$ cat src/rtl/spi_pkg.sv
`default_nettype none
// ============================================================================
// Module   : spi_pkg
// Purpose  : Shared types and mode-decode helpers for the SPI word peripheral.
//            Holds the transfer FSM state encoding and the function that picks
//            the sample edge from CPOL/CPHA.
// Ports    : (package, no ports)
// Revision : 1.0 - initial release
// ============================================================================
package spi_pkg;

  typedef enum logic [0:0] {
    IDLE = 1'b0,
    XFER = 1'b1
  } state_t;

  // Sample on the rising SCK edge when CPOL == CPHA, otherwise on the falling
  // edge. The opposite edge is the shift edge.
  function automatic logic sample_on_rise(input logic cpol, input logic cpha);
    return (cpol == cpha);
  endfunction

endpackage
`default_nettype wire

$ cat src/rtl/spi_sync_edge.sv
`default_nettype none
// ============================================================================
// Module   : spi_sync_edge
// Purpose  : Multi-flop synchroniser for an asynchronous pin followed by a
//            registered rise/fall detector on the last two stages.
// Ports    : clk     - system clock
//            reset   - asynchronous active-high reset
//            d_i     - asynchronous input pin
//            rise_o  - one-cycle pulse on a synchronised rising edge
//            fall_o  - one-cycle pulse on a synchronised falling edge
// Revision : 1.0 - initial release
// ============================================================================
module spi_sync_edge #(
  parameter int   STAGES  = 3,
  parameter logic RST_VAL = 1'b0
) (
  input  logic clk,
  input  logic reset,
  input  logic d_i,
  output logic rise_o,
  output logic fall_o
);

  logic [STAGES-1:0] sync_q;
  logic              rise_q;
  logic              fall_q;

  // Stage [0] takes the pin; [STAGES-1] is the oldest. The edge pulses are
  // registered, so a pin edge shows up as a pulse STAGES clocks later.
  always_ff @(posedge clk or posedge reset) begin
    if (reset) begin
      sync_q <= {STAGES{RST_VAL}};
      rise_q <= 1'b0;
      fall_q <= 1'b0;
    end else begin
      sync_q <= {sync_q[STAGES-2:0], d_i};
      rise_q <= sync_q[STAGES-2] & ~sync_q[STAGES-1];
      fall_q <= ~sync_q[STAGES-2] & sync_q[STAGES-1];
    end
  end

  assign rise_o = rise_q;
  assign fall_o = fall_q;

endmodule
`default_nettype wire

$ cat src/rtl/spi_word_peripheral.sv
`default_nettype none
// ============================================================================
// Module   : spi_word_peripheral
// Purpose  : SPI peripheral framing WORD_BYTES-byte words in both directions,
//            any CPOL/CPHA mode, with a valid/ack receive handshake and sticky
//            overrun / frame-error flags. All logic runs on clk.
//            Optional macro SPI_CIPO_TRISTATE_EN: when defined CIPO floats
//            (1'bz) while deselected; otherwise it is driven low.
// Ports    : clk, reset       - system clock, async active-high reset
//            SCK, CS, COPI    - asynchronous SPI pins (CS active low)
//            CIPO             - peripheral-out data
//            tx_word/tx_load  - next transmit word / capture pulse
//            rx_word/rx_valid - last received word / unacknowledged flag
//            rx_ack           - clears rx_valid
//            overrun          - sticky: word completed while rx_valid high
//            frame_err        - sticky: CS released mid-word
//            err_clr          - clears overrun and frame_err
// Revision : 1.0 - initial release
// ============================================================================
module spi_word_peripheral
  import spi_pkg::*;
#(
  parameter int WORD_BYTES  = 8,
  parameter bit CPOL        = 1'b0,
  parameter bit CPHA        = 1'b0,
  parameter int SYNC_STAGES = 3
) (
  input  logic                    clk,
  input  logic                    reset,
  input  logic                    SCK,
  input  logic                    CS,
  input  logic                    COPI,
  output logic                    CIPO,
  input  logic [8*WORD_BYTES-1:0] tx_word,
  output logic                    tx_load,
  output logic [8*WORD_BYTES-1:0] rx_word,
  output logic                    rx_valid,
  input  logic                    rx_ack,
  output logic                    overrun,
  output logic                    frame_err,
  input  logic                    err_clr
);

  localparam int             W           = 8 * WORD_BYTES;
  localparam int             BCW         = (WORD_BYTES > 1) ? $clog2(WORD_BYTES) : 1;
  localparam logic [BCW-1:0] LAST_BYTE   = BCW'(WORD_BYTES - 1);
  localparam int             COPI_STAGES = SYNC_STAGES - 1;
  localparam logic           SAMPLE_RISE = sample_on_rise(CPOL, CPHA);

  logic sck_rise, sck_fall, cs_rise, cs_fall;
  logic sample_pulse, shift_pulse, shift_ok;

  spi_sync_edge #(.STAGES(SYNC_STAGES), .RST_VAL(CPOL)) u_sck_sync (
    .clk    (clk),
    .reset  (reset),
    .d_i    (SCK),
    .rise_o (sck_rise),
    .fall_o (sck_fall)
  );

  spi_sync_edge #(.STAGES(SYNC_STAGES), .RST_VAL(1'b1)) u_cs_sync (
    .clk    (clk),
    .reset  (reset),
    .d_i    (CS),
    .rise_o (cs_rise),
    .fall_o (cs_fall)
  );

  // COPI is one stage shorter so its data lines up with the registered
  // SCK edge pulse.
  logic [COPI_STAGES-1:0] copi_q;
  always_ff @(posedge clk or posedge reset) begin
    if (reset) copi_q <= '0;
    else       copi_q <= {copi_q[COPI_STAGES-2:0], COPI};
  end

  state_t           state_q;
  logic [2:0]       bit_cnt_q, bit_cnt_d;
  logic [BCW-1:0]   byte_cnt_q, byte_cnt_d;
  logic [W-1:0]     tx_sh_q, tx_sh_d;
  logic [W-1:0]     rx_sh_q, rx_sh_d;
  logic [W-1:0]     tx_swap, rx_swap;
  logic             cipo_q;
  logic             hold_q;    // CPHA=0: ignore shift edges until first sample
  logic             done_q;    // word completed on the previous cycle
  logic [W-1:0]     rx_word_q;
  logic             rx_valid_q, tx_load_q, overrun_q, frame_err_q;
  logic             cipo_data;

  assign sample_pulse = SAMPLE_RISE ? sck_rise : sck_fall;
  assign shift_pulse  = SAMPLE_RISE ? sck_fall : sck_rise;
  assign shift_ok     = shift_pulse && !(!CPHA && hold_q);

  assign bit_cnt_d  = bit_cnt_q + 3'd1;
  assign byte_cnt_d = byte_cnt_q + BCW'(1);
  assign rx_sh_d    = {rx_sh_q[W-2:0], copi_q[COPI_STAGES-1]};
  assign tx_sh_d    = {tx_sh_q[W-2:0], 1'b0};

  // Both shift registers run MSB-first over the whole word with byte 0 at the
  // top, so byte order is swapped on load (tx) and on capture (rx).
  always_comb begin
    tx_swap = '0;
    rx_swap = '0;
    for (int b = 0; b < WORD_BYTES; b++) begin
      tx_swap[W-8-8*b +: 8] = tx_word[8*b +: 8];
      rx_swap[8*b +: 8]     = rx_sh_q[W-8-8*b +: 8];
    end
  end

  always_ff @(posedge clk or posedge reset) begin
    if (reset) begin
      state_q     <= IDLE;
      bit_cnt_q   <= '0;
      byte_cnt_q  <= '0;
      tx_sh_q     <= '0;
      rx_sh_q     <= '0;
      cipo_q      <= 1'b0;
      hold_q      <= 1'b0;
      done_q      <= 1'b0;
      rx_word_q   <= '0;
      rx_valid_q  <= 1'b0;
      tx_load_q   <= 1'b0;
      overrun_q   <= 1'b0;
      frame_err_q <= 1'b0;
    end else begin
      tx_load_q <= 1'b0;
      done_q    <= 1'b0;
      if (rx_ack) rx_valid_q <= 1'b0;
      if (err_clr) begin
        overrun_q   <= 1'b0;
        frame_err_q <= 1'b0;
      end

      // Later assignments win: a completion overrides rx_ack and error sets
      // override err_clr.
      if (done_q) begin
        rx_word_q  <= rx_swap;
        rx_valid_q <= 1'b1;
        if (rx_valid_q && !rx_ack) overrun_q <= 1'b1;
        tx_sh_q    <= tx_swap;
        tx_load_q  <= 1'b1;
        hold_q     <= 1'b1;
      end

      case (state_q)
        IDLE: begin
          if (cs_fall) begin
            tx_sh_q    <= tx_swap;
            tx_load_q  <= 1'b1;
            bit_cnt_q  <= '0;
            byte_cnt_q <= '0;
            hold_q     <= 1'b1;
            cipo_q     <= 1'b0;
            state_q    <= XFER;
          end
        end
        XFER: begin
          if (cs_rise) begin
            if (bit_cnt_q != 3'd0 || byte_cnt_q != '0) frame_err_q <= 1'b1;
            bit_cnt_q  <= '0;
            byte_cnt_q <= '0;
            state_q    <= IDLE;
          end else if (sample_pulse) begin
            rx_sh_q   <= rx_sh_d;
            bit_cnt_q <= bit_cnt_d;
            hold_q    <= 1'b0;
            if (bit_cnt_q == 3'd7) begin
              // byte_cnt wraps straight to 0 at word end so a CS release
              // right after a full word never looks like a partial frame.
              if (byte_cnt_q == LAST_BYTE) begin
                byte_cnt_q <= '0;
                done_q     <= 1'b1;
              end else begin
                byte_cnt_q <= byte_cnt_d;
              end
            end
          end else if (shift_ok) begin
            tx_sh_q <= tx_sh_d;
            if (CPHA) cipo_q <= tx_sh_q[W-1];
          end
        end
        default: state_q <= IDLE;
      endcase
    end
  end

  // CPHA=0 presents the current MSB directly; CPHA=1 updates on shift edges.
  assign cipo_data = CPHA ? cipo_q : tx_sh_q[W-1];

`ifdef SPI_CIPO_TRISTATE_EN
  assign CIPO = (state_q == XFER) ? cipo_data : 1'bz;
`else
  assign CIPO = (state_q == XFER) & cipo_data;
`endif

  assign tx_load   = tx_load_q;
  assign rx_word   = rx_word_q;
  assign rx_valid  = rx_valid_q;
  assign overrun   = overrun_q;
  assign frame_err = frame_err_q;

endmodule
`default_nettype wire

$ cat config.mk
export PLATFORM = sky130hd
export DESIGN_NAME = spi_word_peripheral
export DESIGN_NICKNAME = d
export VERILOG_FILES = /design/src/rtl/spi_pkg.sv /design/src/rtl/spi_sync_edge.sv /design/src/rtl/spi_word_peripheral.sv
export SDC_FILE = /design/constraint.sdc
export NUM_CORES = 1
export LEC_CHECK = 0
export BUFFER_PORTS_ARGS = -buffer_cell sky130_fd_sc_hd__clkbuf_2
export CORE_MARGIN = 2
export CORE_UTILIZATION = 50
export CTS_CLUSTER_SIZE = 28
export DETAILED_ROUTE_END_ITERATION = 8
export PLACE_DENSITY = 0.82
export SETUP_SLACK_MARGIN = 0.15
export SLEW_MARGIN = 15
export SYNTH_ARGS = -nofsm -noshare
export SYNTH_HDL_FRONTEND = slang
export SYNTH_SLANG_ARGS = --single-unit
export TNS_END_PERCENT = 30
$ cat constraint.sdc
create_clock -name clk -period 5.8 [get_ports clk]
set_clock_uncertainty 0.15 [all_clocks]
set_input_delay 0.29 -clock clk [delete_from_list [all_inputs] [get_ports clk]]
set_output_delay 0.29 -clock clk [all_outputs]
set_load 0.05 [all_outputs]
==> After elaboration in Yosys (flattened, before gate mapping) <==
Cells that the tools add are included.
{ "op_classes": {"n_reduce_logical": 11, "div": 0, "n_addsub": 2, "bitwise_logic": 11, "n_mux": 40, "n_lt_le_gt_ge": 0, "eq_ne": 5, "shifts": 0, "multipliers": 0} }
{ "ops": {"columns": ["operator", "count"], "rows": [
  ["two-way mux 64 bit", 5],
  ["one-hot mux 64 bit (2 select lines)", 1],
  ["two-way mux 1 bit", 23],
  ["two-way mux 3 bit", 7],
  ["one-hot mux 3 bit (2 select lines)", 2],
  ["adder 3 x 1 -> 3 bit (second input constant)", 2],
  ["equality test 3 bit (second input constant)", 2],
  ["inequality test 3 x 1 -> 1 bit (second input constant)", 2],
  ["inverter 1 bit", 6],
  ["AND reduction 3 bit", 2],
  ["nonzero test 3 bit", 2],
  ["AND 1 bit", 5],
  ["one-hot mux 1 bit (2 select lines)", 2],
  ["logical AND 1 bit", 2],
  ["zero test 1 bit", 2],
  ["inequality test 2 x 1 -> 1 bit (second input constant)", 1],
  ["AND reduction 2 bit", 1],
  ["nonzero test 2 bit", 1],
  ["logical OR 1 bit", 1]
]} }
{ "totals": {"word_cells": 88, "latchBits": 0, "ram_bits": 0, "memories": 0, "output_inout_bits": 69, "input_bits": 71, "reg_bits": 217, "mem_bits_ro": 0} }

==> Longest topological paths before layout <==
Gate-level depths: netlist of run 1.
{ "logic_depth": {"depth_word": 6, "ltp_mapped": 6} }

==> Hierarchy <==
Synthesis of run 1 repeated with hierarchy kept, for this count alone.
{ "hier_totals": {"cells_unflattened": 718, "area_unflattened_um2": 8952.3} }
{ "by_module_without_submodules": {"columns": ["mod", "seq_area_each_um2", "instances", "cells_each", "area_each_um2"], "rows": [
  ["spi_word_peripheral", 5180.0, 1, 702, 8660.8],
  ["spi_sync_edge (u_cs_sync)", 128.9, 1, 8, 147.6],
  ["spi_sync_edge (u_sck_sync)", 125.1, 1, 8, 143.9]
]} }

==> Worst setup path after synthesis of run 1 <==
No wires, ideal clock.
{ "synth_timing": {"kind": "reg2reg", "startpoint": "reg bit_cnt_q[0]", "endpoint": "reg byte_cnt_q[0]", "slack_ns": 3.960, "arrival_time_ns": 1.565, "stages_incl_launch_ff": 6, "required_time_ns": 5.525, "setup_time_ns": 0.125, "path_cell_list": "dfrtp_1 > ha_1 > ha_1 > a21o_1 > a21oi_1 > mux2_2"} }
{ "synth_via": {"elab_chain_len": 3} }
{ "synth_rtl": {"columns": ["element", "line_no", "text"], "rows": [
  ["start, declared", "spi_word_peripheral.sv:78", "logic [2:0] bit_cnt_q, bit_cnt_d;"],
  ["start signal, assigned", "spi_word_peripheral.sv:165", "bit_cnt_q <= bit_cnt_d;"],
  ["equality test 3 bit", "spi_word_peripheral.sv:167", "if (bit_cnt_q == 3'd7) begin"],
  ["inequality test 3 x 1 -> 1 bit (no source line)", null, null],
  ["AND reduction 3 bit (no source line)", null, null],
  ["end signal, assigned", "spi_word_peripheral.sv:174", "byte_cnt_q <= byte_cnt_d;"],
  ["end, declared", "spi_word_peripheral.sv:79", "logic [BCW-1:0] byte_cnt_q, byte_cnt_d;"]
]} }
Every way passes these cells.
A chain may end at the register's enable or synchronous reset.

==> Worst setup path in the final report of run 1 <==
{ "layout_timing": {"startpoint": "reg state_q", "endpoint": "reg tx_sh_q[10]"} }
{ "layout_via": {"elab_chain_len": 2} }
{ "layout_rtl": {"columns": ["element", "line_no", "text"], "rows": [
  ["start, declared", "spi_word_peripheral.sv:77", "state_t state_q;"],
  ["start signal, assigned", "spi_word_peripheral.sv:112", "state_q <= IDLE;"],
  ["start signal, assigned", "spi_word_peripheral.sv:154", "state_q <= XFER;"],
  ["start signal, assigned", "spi_word_peripheral.sv:162", "state_q <= IDLE;"],
  ["inverter 1 bit", null, null],
  ["one-hot mux 64 bit (2 select lines) *", "spi_word_peripheral.sv:145", "case (state_q)"],
  ["end signal, assigned", "spi_word_peripheral.sv:140", "tx_sh_q <= tx_swap;"],
  ["end signal, assigned", "spi_word_peripheral.sv:148", "tx_sh_q <= tx_swap;"],
  ["end signal, assigned", "spi_word_peripheral.sv:178", "tx_sh_q <= tx_sh_d;"],
  ["end, declared", "spi_word_peripheral.sv:80", "logic [W-1:0] tx_sh_q, tx_sh_d;"]
]} }
Every way passes the cells marked *; elsewhere a longest branch is shown, timed or not.

==> results.tsv, run 1 <==
metric	value	unit
critPathMaxFanout	64	
route.vias.total	6499	
fin_nets	975	
yosysWarnings	0	
insertion_delay	0.51	ns
synth.area.mux_share	17.5	%
regArea	0.00544	mm^2
core	0.0185	mm^2
path_clk_slew	0.06	ns
routed_via_density	5.65	
synth_top_family_by_area	multiplexers	
die_area	0.0198	mm^2
netlist_top_cells_count	dfrtp_1 (214), mux2_2 (91), o21ai_0 (67), nand3_1 (64), nor3_1 (64)	
yosysTopAreaCellShare	57.2	%
port_buffers	139	
critPathBufInv	1	
p_per_area	332	mW/mm^2
finalSetupViolCount	0	
synth_seq_cells	217	
area_growth	23.8	%
fill_cells	1403	
critPathLaunchType	flip-flop	
ios	140	
hold_viol	0	
critPathSlowestCell	or2_2	
gp_congestion	0.768	
cts_setup_buffers	0	
synth-edff-count	0	
clk_root_buffer_cell	clkbuf_16	
grt_pass1_wl	33500	um
final_core_utilization	62.6	%
antenna_left	0	
layout_min_cycle_time	3.20	ns
grt_overflow	0	
avgSynthCellArea	13.0	um^2
synth.area.top_cells	dfrtp_1 (57%), mux2_2 (11%), mux2_4 (6.1%)	
drv_cap	0	
period_share	55.1	%
fmax	0.313	GHz
outcome	completed	
finalSetupTns	0	ns
ir_worst_vdd	0.231	mV
firstDrtPassIters	5	
initial_core_util	50.5	%
synthXorXnorAreaFrac	0.0936	%
grt_setup_unrepaired	no	
path_cells	nand4bb_4 -> or2_2 -> buf_4 -> a31oi_1	
dp_hpwl	11300	um
tightest_slew	1.08	ns
cpLargestDelayFamily	simple AND/OR/NAND/NOR gates	
critPathArrivalTime	3.47	ns
post_synth_num_cell_types	31	
synth_fa_ha_area_share	0.802	%
multiInputGateArea	0.00355	mm^2
finalPower	0.00384	W
cp_slowest_stage_delay	0.89	ns
initialDrtViolationCount	469	
grt_max_degree	115	
num_rows	50	
synth_top_area_cell	dfrtp_1	
clock_sinks	217	
syn_inst	719	
syn_area	0.00936	mm^2
cts_buffers	24	
p_leak	5.66	nW
async_flop_share	100	%
timing_worst_setup_path_type	flip-flop to flip-flop	
placed_cells	1034	
relSlewSlack	27.7	%
die_w	141	um
synth_compound_area_share	11.1	%
yosysMostFrequentCell	dfrtp_1	
cts_tree	yes	
layout-drive-gt1-share	39.8	%
hold_class	flip-flop to flip-flop	
drv_slew	0	
crit_path_end_kind	flip-flop	
synth_flop_cell	dfrtp_1	
grt_usage	20.4	%
layoutNonFillerInstCount	1150	
synthesis.nets	796	
n_antenna_cell	0	
wl	20400	um
grt_pass1_vias	6611	
yosysSeqAreaShare	58.1	%
cts_max_level	1	
synthSimpleGateAreaFrac	8.07	%
clockBufferDepth	3	
wl_per_cell	17.8	um
die_y	141	um
antenna_found_initial	0	
required	6.07	ns
drc_errors	0	
[cells in the final DEF (no fill, tap or decap), types with 23 or more instances in the layout]
cell type | synthesis | routed
nor3_1 | 64 | 64
mux2_2 | 91 | 91
nand3_1 | 64 | 64
o21ai_0 | 67 | 67
mux2_4 | 38 | 38
clkbuf_2 | 0 | 139
clkbuf_16 | 0 | 24
dlygate4sd3_1 | 0 | 71
dfrtp_1 | 214 | 212
a31oi_2 | 40 | 40
a31oi_1 | 23 | 23
[path summary, 6_finish.rpt]
check                      slack, ns  depth (start not counted)            startpoint                   end
max in group asynchronous       3.93                          4                 reset           rx_sh_q[26]
max reg2reg                     2.60                          4               state_q           tx_sh_q[10]
min in group asynchronous       0.24                          3                 reset           tx_sh_q[51]
max                             2.60                          4               state_q           tx_sh_q[10]
min reg2reg                     0.20                          0  u_sck_sync.sync_q[0]  u_sck_sync.sync_q[1]
min                             0.20                          0  u_sck_sync.sync_q[0]  u_sck_sync.sync_q[1]
[worst register-to-register path: cells and delay by family (launching register included)]
kind	cells	cell delay, ns
buffers and inverters	1	0.43
AND/OR/NAND/NOR	2	1.71
flip-flops	1	0.58
AO/OA/AOI/OAI	1	0.25
[power by group]
part	total [W]	internal (W)	switching, W
clock network	0.00147	0.000865	0.000609
logic	0.000524	0.000270	0.000254
registers	0.00184	0.00171	0.000130
total	0.00384	0.00285	0.000994
[logic make-up (layout without fill, tap and decap cells)]
family | after synthesis | in the layout
flops | 217 | 217
simple gates | 149 | 149
compound gates | 138 | 138
mux | 133 | 133
buf+inv | 75 | 272
fa+ha+maj | 6 | 6
xor+xnor | 1 | 1
[registers in the layout, indices dropped and copies added (netlist names), 2 cells and up]
register and flops:
copi_q 2, tx_sh_q 64, u_sck_sync.sync_q 3, u_cs_sync.sync_q 3, rx_word 64, bit_cnt_q 3, rx_sh_q 64, byte_cnt_q 3
[what timing repair did]
| action | CTS | global route |
|---|---|---|
| resized for setup | 0 | 0 |
| hold endpoints to repair | 93 | 0 |
| hold buffers | 71 | 0 |
[cell type report]
class	instances	area share [%]
Sequential cell	217	47.0
Multi-Input combinational cell	427	30.6
Timing Repair Buffer	218	12.9
Clock buffer	35	5.89
Tap cell	234	2.53
Clock inverter	9	0.767
Inverter	10	0.356
[layer usage]
layer | vias up | part of all wire [%] | GRT usage [%]
li1 | 2971 | - | -
met3 | 44 | 6.2 | 4.38
met5 | - | 0 | 0
met4 | 0 | 2.9 | 6.42
met2 | 217 | 48 | 33.1
met1 | 3267 | 43 | 27.7
[stage by stage]
stage          hold WS, ns  area, um^2  setup slack, ns
2_1_floorplan        0.144        9360             2.54
5_1_grt              0.224       11600             2.35
4_1_cts              0.209       11600             2.65
3_3_place_gp         0.187       10100             2.69
6_report             0.205       11600             2.60
3_5_place_dp         0.198       10100             2.65
(Power assumes the default switching activity.)
==> run 2: changes to the inputs <==
==> constraint.sdc (replaced) <==
create_clock -name clk -period 2.6 [get_ports clk]
set_clock_uncertainty 0.15 [all_clocks]
set_input_delay 0.13 -clock clk [delete_from_list [all_inputs] [get_ports clk]]
set_output_delay 0.13 -clock clk [all_outputs]
set_load 0.05 [all_outputs]
==> run 2 against run 1 <==
Compared with the run above: flip-flop and latch count stayed put; highest routed layer unchanged; hold slack worse by 0.17 ns; critical path depth stayed put; cell count is 0.96% higher; routed wire length is 1.8% higher; power is 140% higher; die area stayed put; clock-buffer cell count is 1 lower; clock power grew to 2.5 times the previous value; utilization is 1.6 points higher; combinational power is 130% higher; sequential share of layout area is 1.2 points lower.
==> results.tsv, run 2 (synthesis gave the netlist of run 1 again) <==
metric	value	unit
final_cell_mix	dfrtp_1 (212), clkbuf_2 (139), mux2_2 (91)	
num_rows	50	
n_antenna_cell	0	
cp.depth	4	
multiInputGateArea	0.00355	mm^2
worst_slack	0.300	ns
cpLargestDelayFamily	buffers and inverters	
layout_min_cycle_time	2.30	ns
routed_via_density	5.65	
finalPower	0.00903	W
initialDrtViolationCount	424	
fmax	0.435	GHz
grt_setup_unrepaired	no	
critPathBufInv	3	
grt_overflow	0	
antenna_found_initial	0	
gp_congestion	0.787	
relSlewSlack	55.3	%
outcome	completed	
timing.rr.end	overrun	
critPathMaxFanout	55	
p_leak	5.81	nW
die_area	0.0198	mm^2
layoutNonFillerInstCount	1161	
rr_worst_depth	4	
wl	20800	um
finalSetupViolCount	0	
path_cells	inv_2 -> buf_4 -> o32ai_1 -> dlygate4sd3_1	
wl_per_cell	17.9	um
die_w	141	um
insertion_delay	0.51	ns
area_growth	26.9	%
worstReg2RegStart	done_q	
cp_slowest_stage_delay	0.84	ns
route.vias.total	6557	
crit_path_end_kind	flip-flop	
placed_cells	1046	
fill_cells	1367	
layout-drive-gt1-share	40.9	%
clk_root_buffer_cell	clkbuf_16	
period_share	88.5	%
initial_core_util	50.5	%
cts_setup_buffers	0	
port_buffers	139	
drv_slew	0	
final_common_cell	dfrtp_1	
required	2.90	ns
cts_buffers	24	
endpoint	overrun	
ios	140	
critPathSlowestCell	dfrtp_4	
path_clk_slew	0.06	ns
dp_hpwl	11900	um
timing_worst_setup_path_type	flip-flop to flip-flop	
grt_max_degree	91	
firstDrtPassIters	5	
clockBufferDepth	3	
fin_nets	986	
cts_tree	yes	
regArea	0.00544	mm^2
p_per_area	760	mW/mm^2
drv_cap	0	
drc_errors	0	
r2r_slack	0.30	ns
grt_pass1_vias	6799	
core	0.0185	mm^2
grt_usage	20.7	%
antenna_left	0	
clock_sinks	217	
dp_slack	0.628	ns
ir_worst_vdd	0.572	mV
tightest_slew	0.670	ns
critPathLaunchType	flip-flop	
cts_max_level	1	
die_y	141	um
worstSetupStartpoint	done_q	
grt_pass1_wl	34200	um
hold_class	input pin to asynchronous set/reset pin	
critPathArrivalTime	2.60	ns
hold_viol	0	
run 2: routing by layer:
metal	vias up	track usage (%)	wire, um	share of wire (%)
li1	2997	-	-	-
met1	3282	27.8	8900	43
met2	233	34.9	10300	49
met3	45	4.42	1230	5.9
met4	0	4.84	435	2.1
met5	-	0	0	0
run 2: through the flow:
step           hold slack, ns  utilization, %  area [um^2]  setup TNS (ns)
5_1_grt                0.0609            64.2        11900               0
2_1_floorplan         -0.0155               -         9360         -107.79
4_1_cts                0.0293            64.2        11900               0
3_5_place_dp           0.0102            55.5        10300               0
6_report               0.0328            64.2        11900               0
3_3_place_gp          0.00658            55.5        10300               0
run 2: repair_timing:
| item | CTS | global route |
|---|---|---|
| hold buffers | 71 | 0 |
| endpoints found under the hold margin | 284 | 0 |
| resized for setup | 0 | 0 |
run 2: worst reg2reg max path: cells and delay by family (launching register included):
kind,cells,cell delay [ns]
compound gates,1,0.32
buf+inv,3,0.94
flops,1,0.84
run 2: final cells by class:
cell class,instances,share of cell area (%)
clock buffers,34,5.88
repair buffers,229,14.1
multi-input cells,427,29.9
well taps,234,2.46
flip-flops and latches,217,45.8
clock inverters,10,1.57
inverters,10,0.348
run 2: worst min-delay path by stage:
| stage | slack, ns | from | end |
|---|---|---|---|
| 5_1_grt | 0.06 | reset | tx_sh_q[50] |
| 6_report | 0.03 | reset | tx_sh_q[47] |
| 3_5_place_dp | 0.01 | reset | tx_sh_q[47] |
| 3_3_place_gp | 0.007 | reset | tx_sh_q[47] |
| 4_1_cts | 0.03 | reset | tx_sh_q[47] |
| 2_1_floorplan | -0.02 | CS | u_cs_sync.sync_q[0] |
run 2: report_power, final:
group,total (W),switching (W),internal [W]
Clock,0.00372,0.00135,0.00237
Sequential,0.00412,0.000295,0.00382
Combinational,0.00119,0.000567,0.000626
==> run 3: changes to the inputs <==
--- a/config.mk
+++ b/config.mk
@@ -10,7 +10,7 @@
 export CORE_UTILIZATION = 50
 export CTS_CLUSTER_SIZE = 28
 export DETAILED_ROUTE_END_ITERATION = 8
-export PLACE_DENSITY = 0.82
+export PLACE_DENSITY = 0.79
 export SETUP_SLACK_MARGIN = 0.15
 export SLEW_MARGIN = 15
 export SYNTH_ARGS = -nofsm -noshare
==> constraint.sdc (replaced) <==
create_clock -name clk -period 2.4 [get_ports clk]
set_clock_uncertainty 0.15 [all_clocks]
set_input_delay 0.12 -clock clk [delete_from_list [all_inputs] [get_ports clk]]
set_output_delay 0.12 -clock clk [all_outputs]
set_load 0.05 [all_outputs]
==> run 3 against run 2 <==
Compared with the run above: clock power shrank 6.7%; flip-flop and latch count is the same; power grew 2.1%; via count shrank 0.11%; critical path depth is the same; clock-buffer cell count grew 4; cell count shrank 0.26%; global-route usage grew 0.33 points; sequential share of layout area grew 0.69 points; largest cell class unchanged.
==> results.tsv, run 3 (synthesis gave the netlist of run 1 again) <==
metric	value	unit
outcome	completed	
grt_max_degree	129	
cpLargestDelayFamily	simple AND/OR/NAND/NOR gates	
p_leak	5.72	nW
grt_pass1_wl	34600	um
layout-drive-gt1-share	40.3	%
fin_nets	983	
critPathLaunchType	flip-flop	
cp_slowest_stage_delay	0.53	ns
fill_cells	1396	
critPathArrivalTime	2.21	ns
core	0.0185	mm^2
antenna_left	0	
drv_slew	0	
grt_setup_unrepaired	no	
hold_class	input pin to asynchronous set/reset pin	
crit_path_end_kind	flip-flop	
required	2.64	ns
ir_worst_vdd	0.550	mV
path_cells	and2b_1 -> nand2_4 -> buf_12 -> mux2_4	
period_share	82.1	%
r2r_slack	0.43	ns
firstDrtPassIters	7	
critPathMaxFanout	26	
gp_congestion	0.807	
drc_errors	0	
finalSetupViolCount	0	
insertion_delay	0.51	ns
final_core_utilization	63.2	%
worstReg2RegStart	state_q	
num_rows	50	
dp_slack	0.435	ns
relSlewSlack	53.3	%
cts_resized	0	
grt_overflow	0	
port_buffers	139	
area_growth	25.0	%
final_cell_mix	dfrtp_1 (212), clkbuf_2 (139), mux2_2 (91)	
clock_sinks	217	
rr_worst_depth	4	
wl	20600	um
fmax	0.507	GHz
die_w	141	um
cts_buffers	24	
finalSetupTns	0	ns
critPathBufInv	1	
grt_pass1_vias	6704	
cts_tree	yes	
holdWs	0.0822	ns
ios	140	
tightest_slew	0.700	ns
die_area	0.0198	mm^2
path_clk_slew	0.06	ns
layout_min_cycle_time	1.97	ns
cts_max_level	1	
clk_root_buffer_cell	clkbuf_16	
drv_cap	0	
worst_slack	0.429	ns
routed_via_density	5.66	
route.vias.total	6550	
initial_core_util	50.5	%
clockBufferDepth	3	
wl_per_cell	17.8	um
die_y	141	um
initialDrtViolationCount	440	
dp_hpwl	11900	um
timing.rr.end	rx_sh_q[1]	
hold_viol	0	
p_per_area	788	mW/mm^2
antenna_found_initial	0	
final_common_cell	dfrtp_1	
timing_worst_setup_path_type	flip-flop to flip-flop	
critPathSlowestCell	dfrtp_1	
n_antenna_cell	0	
grt_usage	21.0	%
## run 3: changes by cell type in the layout (fill, tap and decap cells not counted), sizes merged
cell / before / now
clkinv: 5 / 6
bufinv: 5 / 0
clkbuf: 173 / 177
buf: 19 / 17
dlygate4sd3: 71 / 70
## run 3: worst reg2reg max path, delay by kind of cell, from the launching register on
kind          cells  cell delay [ns]
mux               1             0.34
flops             1             0.53
simple gates      2             0.57
buf+inv           1             0.27
## run 3: worst max-delay path by stage
stage             from           end  slack (ns)  cells after the start
2_1_floorplan    reset  bit_cnt_q[0]       -0.69                      1
3_3_place_gp   state_q    rx_sh_q[0]        0.46                      4
3_5_place_dp   state_q   rx_sh_q[15]        0.44                      4
4_1_cts        state_q    rx_sh_q[1]        0.42                      4
5_1_grt        state_q   rx_sh_q[11]        0.33                      4
6_report       state_q    rx_sh_q[1]        0.43                      4
## run 3: repair_timing
item	in CTS	in global routing
hold buffers	70	0
setup buffers	0	0
endpoints found under the hold margin	137	0
## run 3: area by class of cell
cell class                 instances  area (um^2)  share of cell area (%)
sequential                       217         5440                    46.5
multi-input combinational        427         3550                    30.3
timing repair buffer             226         1640                    14.0
clock buffer                      38          714                    6.10
tap                              234          293                    2.50
inverter                          10         41.3                   0.353
clock inverter                     6         30.0                   0.257
## run 3: metal layers
metal  GRT usage [%]  vias to the layer above  wire length (um)
li1                -                     2994                 -
met4            5.63                        0               390
met1            28.6                     3277              8690
met3            4.31                       41              1310
met5               0                        -                 0
met2            34.8                      238             10200
## run 3: where the power goes
group          switching, W  internal (W)
Combinational      0.000622      0.000674
Clock               0.00144       0.00204
Sequential         0.000310       0.00414
## run 3: through the flow
stage / area [um^2] / std cells / total power, W
CTS: 11700 / 1158 / 0.00930
detailed placement: 10300 / 1044 / 0.00571
global route: 11700 / 1158 / 0.00967
finish: 11700 / 1158 / 0.00922
floorplan: 9360 / 719 / 0.00538
global placement: 10300 / 1044 / 0.00563
